$ cat src/rtl/mem_io_responder.sv
// mem_io_responder
// Memory-side responder for the LC-3 MAR/MDR bus. A CPU read/write request
// is served either from external asynchronous SRAM, using a fixed number of
// strobe cycles, or from the single memory-mapped I/O location. A read of
// that location returns the synchronized switches. A write to it loads the
// hex display register. Completion is signalled by a one-cycle Ready pulse.
//
// Ports
//   Clk, Reset            clock and asynchronous active-low reset
//   MAR, MDR              request address / write data from the CPU
//   OE, WE                level read / write request (WE wins)
//   Switches              raw board switches (asynchronous)
//   Data_to_CPU           registered read data, held until the next read
//   Ready                 one-cycle completion pulse
//   HEX_data              I/O write register for the hex displays
//   sram_addr/wdata       registered SRAM address and write data
//   sram_rdata            SRAM read data
//   sram_ce_n/oe_n/we_n   registered active-low SRAM strobes
module mem_io_responder #(
    parameter int unsigned WAIT_CYCLES = 2,
    parameter logic [15:0] IO_ADDR     = 16'hFFFF
) (
    input  logic        Clk,
    input  logic        Reset,
    input  logic [15:0] MAR,
    input  logic [15:0] MDR,
    input  logic        OE,
    input  logic        WE,
    input  logic [15:0] Switches,
    output logic [15:0] Data_to_CPU,
    output logic        Ready,
    output logic [15:0] HEX_data,
    output logic [15:0] sram_addr,
    output logic [15:0] sram_wdata,
    input  logic [15:0] sram_rdata,
    output logic        sram_ce_n,
    output logic        sram_oe_n,
    output logic        sram_we_n
);

    typedef enum logic [1:0] {IDLE, ACCESS, DONE, HOLD} state_t;

    state_t      state_q, state_d;
    logic [3:0]  cnt_q, cnt_d;
    logic        wr_q, wr_d;
    logic        ready_q, ready_d;
    logic [15:0] dout_q, dout_d;
    logic [15:0] hex_q, hex_d;
    logic [15:0] addr_q, addr_d;
    logic [15:0] wdata_q, wdata_d;
    logic        ce_n_q, ce_n_d;
    logic        oe_n_q, oe_n_d;
    logic        we_n_q, we_n_d;
    logic [15:0] sw_meta_q, sw_meta_d;
    logic [15:0] sw_sync_q, sw_sync_d;

    logic req;
    assign req = OE | WE;

    always_comb begin
        state_d   = state_q;
        cnt_d     = cnt_q;
        wr_d      = wr_q;
        ready_d   = 1'b0;
        dout_d    = dout_q;
        hex_d     = hex_q;
        addr_d    = addr_q;
        wdata_d   = wdata_q;
        ce_n_d    = ce_n_q;
        oe_n_d    = oe_n_q;
        we_n_d    = we_n_q;
        sw_meta_d = Switches;
        sw_sync_d = sw_meta_q;

        case (state_q)
            IDLE: begin
                if (req) begin
                    if (MAR == IO_ADDR) begin
                        // I/O location: no SRAM cycle, complete next cycle
                        state_d = DONE;
                        ready_d = 1'b1;
                        if (WE) hex_d  = MDR;
                        else    dout_d = sw_sync_q;
                    end else begin
                        // Address, data and direction are frozen here for
                        // the whole access; later bus changes are ignored.
                        state_d = ACCESS;
                        addr_d  = MAR;
                        wdata_d = MDR;
                        wr_d    = WE;
                        cnt_d   = 4'(WAIT_CYCLES - 1);
                        ce_n_d  = 1'b0;
                        oe_n_d  = WE;
                        we_n_d  = ~WE;
                    end
                end
            end
            ACCESS: begin
                if (cnt_q == 4'd0) begin
                    state_d = DONE;
                    ready_d = 1'b1;
                    ce_n_d  = 1'b1;
                    oe_n_d  = 1'b1;
                    we_n_d  = 1'b1;
                    if (!wr_q) dout_d = sram_rdata;
                end else begin
                    cnt_d = cnt_q - 4'd1;
                end
            end
            DONE: state_d = HOLD;
            // Wait for the request to drop so a held level never retriggers
            HOLD: if (!req) state_d = IDLE;
            default: state_d = IDLE;
        endcase
    end

    always_ff @(posedge Clk or negedge Reset) begin
        if (!Reset) begin
            state_q   <= IDLE;
            cnt_q     <= '0;
            wr_q      <= 1'b0;
            ready_q   <= 1'b0;
            dout_q    <= '0;
            hex_q     <= '0;
            addr_q    <= '0;
            wdata_q   <= '0;
            ce_n_q    <= 1'b1;
            oe_n_q    <= 1'b1;
            we_n_q    <= 1'b1;
            sw_meta_q <= '0;
            sw_sync_q <= '0;
        end else begin
            state_q   <= state_d;
            cnt_q     <= cnt_d;
            wr_q      <= wr_d;
            ready_q   <= ready_d;
            dout_q    <= dout_d;
            hex_q     <= hex_d;
            addr_q    <= addr_d;
            wdata_q   <= wdata_d;
            ce_n_q    <= ce_n_d;
            oe_n_q    <= oe_n_d;
            we_n_q    <= we_n_d;
            sw_meta_q <= sw_meta_d;
            sw_sync_q <= sw_sync_d;
        end
    end

    assign Data_to_CPU = dout_q;
    assign Ready       = ready_q;
    assign HEX_data    = hex_q;
    assign sram_addr   = addr_q;
    assign sram_wdata  = wdata_q;
    assign sram_ce_n   = ce_n_q;
    assign sram_oe_n   = oe_n_q;
    assign sram_we_n   = we_n_q;

endmodule

$ cat config.mk
export PLATFORM = sky130hd
export DESIGN_NAME = mem_io_responder
export DESIGN_NICKNAME = d
export VERILOG_FILES = /design/src/rtl/mem_io_responder.sv
export SDC_FILE = /design/constraint.sdc
export NUM_CORES = 1
export LEC_CHECK = 0
export BUFFER_PORTS_ARGS = -buffer_cell sky130_fd_sc_hd__buf_2
export CELL_PAD_IN_SITES_DETAIL_PLACEMENT = 0
export CELL_PAD_IN_SITES_GLOBAL_PLACEMENT = 1
export CORE_UTILIZATION = 36
export DETAILED_ROUTE_END_ITERATION = 7
export GPL_TIMING_DRIVEN = 0
export PLACE_DENSITY = 0.77
export SETUP_SLACK_MARGIN = 0.3
export SYNTH_ARGS = -nofsm -noshare
export SYNTH_HDL_FRONTEND = slang
export SYNTH_SLANG_ARGS = --single-unit
$ cat constraint.sdc
create_clock -name Clk -period 2.2 [get_ports Clk]
set_clock_uncertainty 0.05 [all_clocks]
set_input_delay 0.44 -clock Clk [delete_from_list [all_inputs] [get_ports Clk]]
set_output_delay 0.44 -clock Clk [all_outputs]
set_load 0.01 [all_outputs]
==> flow_summary.toml, run 1 <==
[drt]
drt-total-wl_mm = 9.99
routedWlPerCell_um = 16.5
drtIter0Drc = 82
first_pass_iters = 4
remaining_drc_errors = 0
ant_nets = 0
vias_per_cell = 4.82
dr_total_vias = 2917

[sta]
fin_crit_sh = 0.958
setup_violations = 0
worst_pin_slew_ns = 0.679
finalMaxSlewViolations = 0
fmax_mhz = 475
min_period_ns = 2.11
finalHoldViolations = 0
rsz0062_at_grt = "yes"
relSlewSlack = 0.547

[synth]
syn-mean-instance-area_um2 = 15.2
synth_nets = 346
synth-edff-count = 0
yosys_warnings = 0
synthFlopType = "dfrtp_1"
synth.largest_area_cell = "dfrtp_1"
synthesis.area_um2 = 4160
ys_ff_latch = 107
synthTopCellsByArea = "dfrtp_1 (63%), mux2_2 (19%), mux2_4 (3.6%)"
ys_types = 41
syn-instance-count = 273
ys_seq_area_frac = 0.644
ys_async_sr_fraction = 1.00
synth_top_area_frac = 0.625

[job]
drv_cap = 0

[floorplan]
rows = 38
die_area_um2 = 12000
start_util = 0.377
die_x_um = 110
dieHeight_um = 110
core_area_um2 = 11000
io_pins = 136

[final_layout]
fill_cells = 917
final_nets = 533
synthToLayoutAreaGrowth_pct = 50.8
layout_commonest_cell = "buf_2"
diodes = 0
layout-drive-gt1-share = 0.671
layout_common_cells = "buf_2 (126), dfrtp_1 (103), mux2_4 (54), buf_4 (31), mux2_2 (26)"
fin_cells = 605

[clocking]
cts_max_path_buffers = 2
clkLatencyLatePin_ns = 0.34
numCtsBuffers = 9
cts_tree = "built"
clk_pin_slew_worst_paths_ns = 0.07
hold_buffers = 0
cts_max_level = 3
cts_num_sinks = 107
cts_root_buf = "clkbuf_16"

[setup_path]
rr_worst_depth = 8
critPathBufInv = 3
rr_startpoint = "cnt_q[0]"
endpoint_kind = "flop"
path_cells = "inv_2, ha_4, or3b_4, o21ai_2, o2111a_1, buf_6, buf_8, mux2_4"
cp-startpoint = "cnt_q[0]"
crit_family = "flip-flops"
cp_slowest_cell = "dfrtp_1"
crit_arrival_ns = 2.28
rr_endpoint = "Data_to_CPU[12]"
r2r_slack_ns = 0.09
cp_slowest_stage_delay_ns = 0.39
crit_type = "reg2reg"
path_max_fanout = 5
required_ns = 2.37
critPathLaunchType = "flop"

[placed_design]
dp.final_hpwl_mm = 6.38
io_buffers = 135
place_inst = 549
gp_congestion = 0.807

[global_route]
grt-ovfl-total = 0
grt_pass1_wl_mm = 14.5
antenna_found_initial = 0
grt_max_degree = 57
grt_pass1_vias = 2901
grt_usage = 0.161

[power]
ir_drop_mv = 0.716
total_power_w = 0.00871
power_density_nw_per_um2 = 1390
p_leak_nw = 3.11

[worst_hold_path]
hp-class = "in2async"

[outcome]
status = "complete, no violations"
-- routing by layer --
| layer | global-route usage | wire length [um] |
|---|---|---|
| met3 | 0.0433 | 521 |
| met5 | 0 | 0 |
| met2 | 0.258 | 4980 |
| met4 | 0.0571 | 108 |
| met1 | 0.209 | 4370 |
-- state kept, by name, summed over array words and instances, names as in the netlist --
register and flops:
sram_wdata 16, sram_we_n 1, sw_meta_q 16, Ready 1, sram_ce_n 1, Data_to_CPU 16, state_q 2, cnt_q 4
sw_sync_q 16, sram_addr 16, sram_oe_n 1, wr_q 1, HEX_data 16
-- layout make-up --
class / count / area, um^2 / share of cell area
multi-input cells: 145 / 1720 / 0.274
clock inverters: 6 / 88.8 / 0.0142
plain buffers: 11 / 156 / 0.0249
inverters: 10 / 41.3 / 0.00658
well taps: 140 / 175 / 0.0279
clock buffers: 10 / 229 / 0.0365
repair buffers: 176 / 1190 / 0.189
flip-flops and latches: 107 / 2680 / 0.427
-- where the power goes --
part	leakage (nW)	total [W]	internal [W]	switching (W)
Sequential	1.29	0.00288	0.00257	0.000306
Clock	0.149	0.00171	0.00100	0.000712
Combinational	1.67	0.00412	0.00244	0.00169
-- what timing repair did --
item / 4_1_cts / 5_1_grt
gates cloned: 1 / 4
pin swaps: 6 / 11
setup endpoints to repair: 72 / 70
endpoints found under the hold margin: 0 / 0
resized for setup: 48 / 78
setup buffers: 11 / 24
-- cell usage after synthesis, types with 2 or more instances --
cell,number
o21ai_0,7
inv_1,10
nand4_1,3
o211ai_1,2
dfstp_2,3
a31oi_1,2
a32o_1,2
clkbuf_1,7
dfrtp_1,104
nand3_1,3
nor3b_1,2
a21oi_1,3
mux2_4,10
mux2_2,70
or4_1,2
a211oi_1,2
nor2_1,8
buf_2,2
ha_1,5
nand2_1,5
-- per-stage QoR --
stage / hold slack [ns] / cell area (um^2) / setup TNS, ns / worst slack (ns) / util
after floorplan: 0.0944 / 4190 / -0.00619 / -0.000619 / -
after global placement: 0.282 / 5040 / -80.29 / -0.531 / 0.457
after detailed placement: 0.285 / 5070 / -27.28 / -0.530 / 0.460
after CTS: 0.114 / 5680 / 0 / 0.0597 / 0.515
after global routing: 0.135 / 6280 / 0 / 0.0168 / 0.569
final: 0.0861 / 6280 / 0 / 0.0934 / 0.569
-- kinds of logic after synthesis --
| family | synth area share |
|---|---|
| DFF | 0.644 |
| muxes | 0.225 |
| and+or+nand+nor | 0.0415 |
| AOI/OAI and AO/OA | 0.0517 |
| buffers and inverters | 0.0222 |
| adders and majority gates | 0.0150 |
-- worst max path at each step --
| stage | end | slack, ns | cells after the start |
|---|---|---|---|
| global placement | sw_sync_q[7] | -0.53 | 1 |
| detailed placement | sram_wdata[7] | -0.53 | 6 |
| floorplan | HEX_data[10] | -0.0006 | 6 |
| CTS | Data_to_CPU[12] | 0.06 | 8 |
| global route | Data_to_CPU[11] | 0.02 | 8 |
| finish | Data_to_CPU[12] | 0.09 | 8 |
No activity file was read; power rests on OpenSTA's default activity.
==> inputs of run 2 (changes only) <==
--- a/config.mk
+++ b/config.mk
@@ -12,7 +12,6 @@
 export DETAILED_ROUTE_END_ITERATION = 7
 export GPL_TIMING_DRIVEN = 0
 export PLACE_DENSITY = 0.77
-export SETUP_SLACK_MARGIN = 0.3
 export SYNTH_ARGS = -nofsm -noshare
 export SYNTH_HDL_FRONTEND = slang
 export SYNTH_SLANG_ARGS = --single-unit
==> flow_summary.toml, run 2 (synthesis results as in run 1) <==
[sta]
fmax_mhz = 466
setup_violations = 0
finalHoldViolations = 0
rsz0062_at_grt = "yes"
setup_ws_ns = 0.0551
worst_pin_slew_ns = 0.684
tns_ns = 0
finalMaxSlewViolations = 0
min_period_ns = 2.14
relSlewSlack = 0.539
fin_crit_sh = 0.975

[power]
p_leak_nw = 2.71
ir_drop_mv = 0.598
power_density_nw_per_um2 = 1360
total_power_w = 0.00752

[setup_path]
critPathLaunchType = "flop"
rr_worst_depth = 8
endpoint_kind = "flop"
required_ns = 2.37
crit_type = "reg2reg"
crit_arrival_ns = 2.32
path_max_fanout = 5

[clocking]
numCtsBuffers = 9
clk_pin_slew_worst_paths_ns = 0.08
hold_buffers = 0
clkLatencyLatePin_ns = 0.34
cts_tree = "built"
cts_root_buf = "clkbuf_16"
cts_max_level = 3
cts_max_path_buffers = 2
cts_num_sinks = 107

[global_route]
grt-ovfl-total = 0
grt_usage = 0.152
grt_pass1_vias = 2782
antenna_found_initial = 0
grt_max_degree = 70
grt_pass1_wl_mm = 13.8

[final_layout]
fill_cells = 991
diodes = 0
synthToLayoutAreaGrowth_pct = 33.3
layout_commonest_cell = "buf_2"
layout-drive-gt1-share = 0.616
layout_common_cells = "buf_2 (133), dfrtp_1 (104), mux2_2 (64), mux2_4 (16), clkbuf_16 (10)"
final_nets = 498
finish.utilization = 0.503
finalInstanceArea_um2 = 5550

[drt]
dr_wl_met3_um = 551
remaining_drc_errors = 0
routedWlPerCell_um = 15.6
first_pass_iters = 4
drt-total-wl_mm = 8.87
ant_nets = 0
vias_per_cell = 4.84
top_layer = "met4"
dr_total_vias = 2759
wl_met2_mm = 4.13
wirelength_met1_mm = 4.02
drtIter0Drc = 77

[placed_design]
io_buffers = 135
gp_congestion = 0.813
placed_area_um2 = 5060
post-place-ws_ns = -0.472
dp.final_hpwl_mm = 6.28

[worst_hold_path]
hp-class = "in2async"

[outcome]
status = "complete, no violations"

[floorplan]
die_x_um = 110
dieHeight_um = 110
core_area_um2 = 11000
io_pins = 136
start_util = 0.377
die_area_um2 = 12000
rows = 38

[job]
drv_cap = 0
## run 2: metal layers
layer | track usage | up-vias
met5 | 0 | -
met4 | 0.0648 | 0
met3 | 0.0362 | 14
met2 | 0.239 | 94
met1 | 0.200 | 1372
li1 | - | 1279
## run 2: area by class of cell
class,instances,area (um^2),share of cell area
clock buffer,9,225,0.0406
clock inverter,7,87.6,0.0158
timing repair buffer,141,778,0.140
sequential,107,2680,0.483
inverter,10,37.5,0.00677
multi-input combinational,145,1470,0.264
tap,140,175,0.0316
buffer,11,97.6,0.0176
## run 2: worst paths after layout
| path | start | to | slack [ns] |
|---|---|---|---|
| hold / removal | Reset | sram_addr[9] | 0.006 |
| hold reg to reg | sw_meta_q[7] | sw_sync_q[7] | 0.29 |
| setup reg to reg | cnt_q[0] | Data_to_CPU[10] | 0.06 |
| setup / recovery | cnt_q[0] | Data_to_CPU[10] | 0.06 |
| max in group asynchronous | Reset | sw_sync_q[10] | 1.38 |
| min in group Clk | Switches[5] | sw_meta_q[5] | 0.15 |
## run 2: per-stage QoR
step,instances,hold slack (ns)
floorplan,273,0.0944
global placement,548,0.281
detailed placement,549,0.286
CTS,566,0.0239
global route,570,0.0508
finish,570,0.00647
## run 2: critical path, cell delays in order, from the launching register on
cell and delay, ns:
dfrtp_1 0.39, inv_2 0.12, ha_4 0.15, or3b_4 0.40, o21ai_2 0.12, o2111a_1 0.21
buf_6 0.14, clkbuf_16 0.15, mux2_4 0.29
## run 2: power by group
group	total, W	internal, W	switching, W	leakage [nW]
clock	0.00166	0.000905	0.000757	0.151
combinational	0.00301	0.00162	0.00138	1.26
sequential	0.00286	0.00257	0.000290	1.29
## run 2: timing repair
item                       in CTS  in global routing
resized for setup              19                 18
cloned                          0                  1
setup endpoints to repair      50                 26
buffers inserted                1                  3
pin swaps                       1                  2
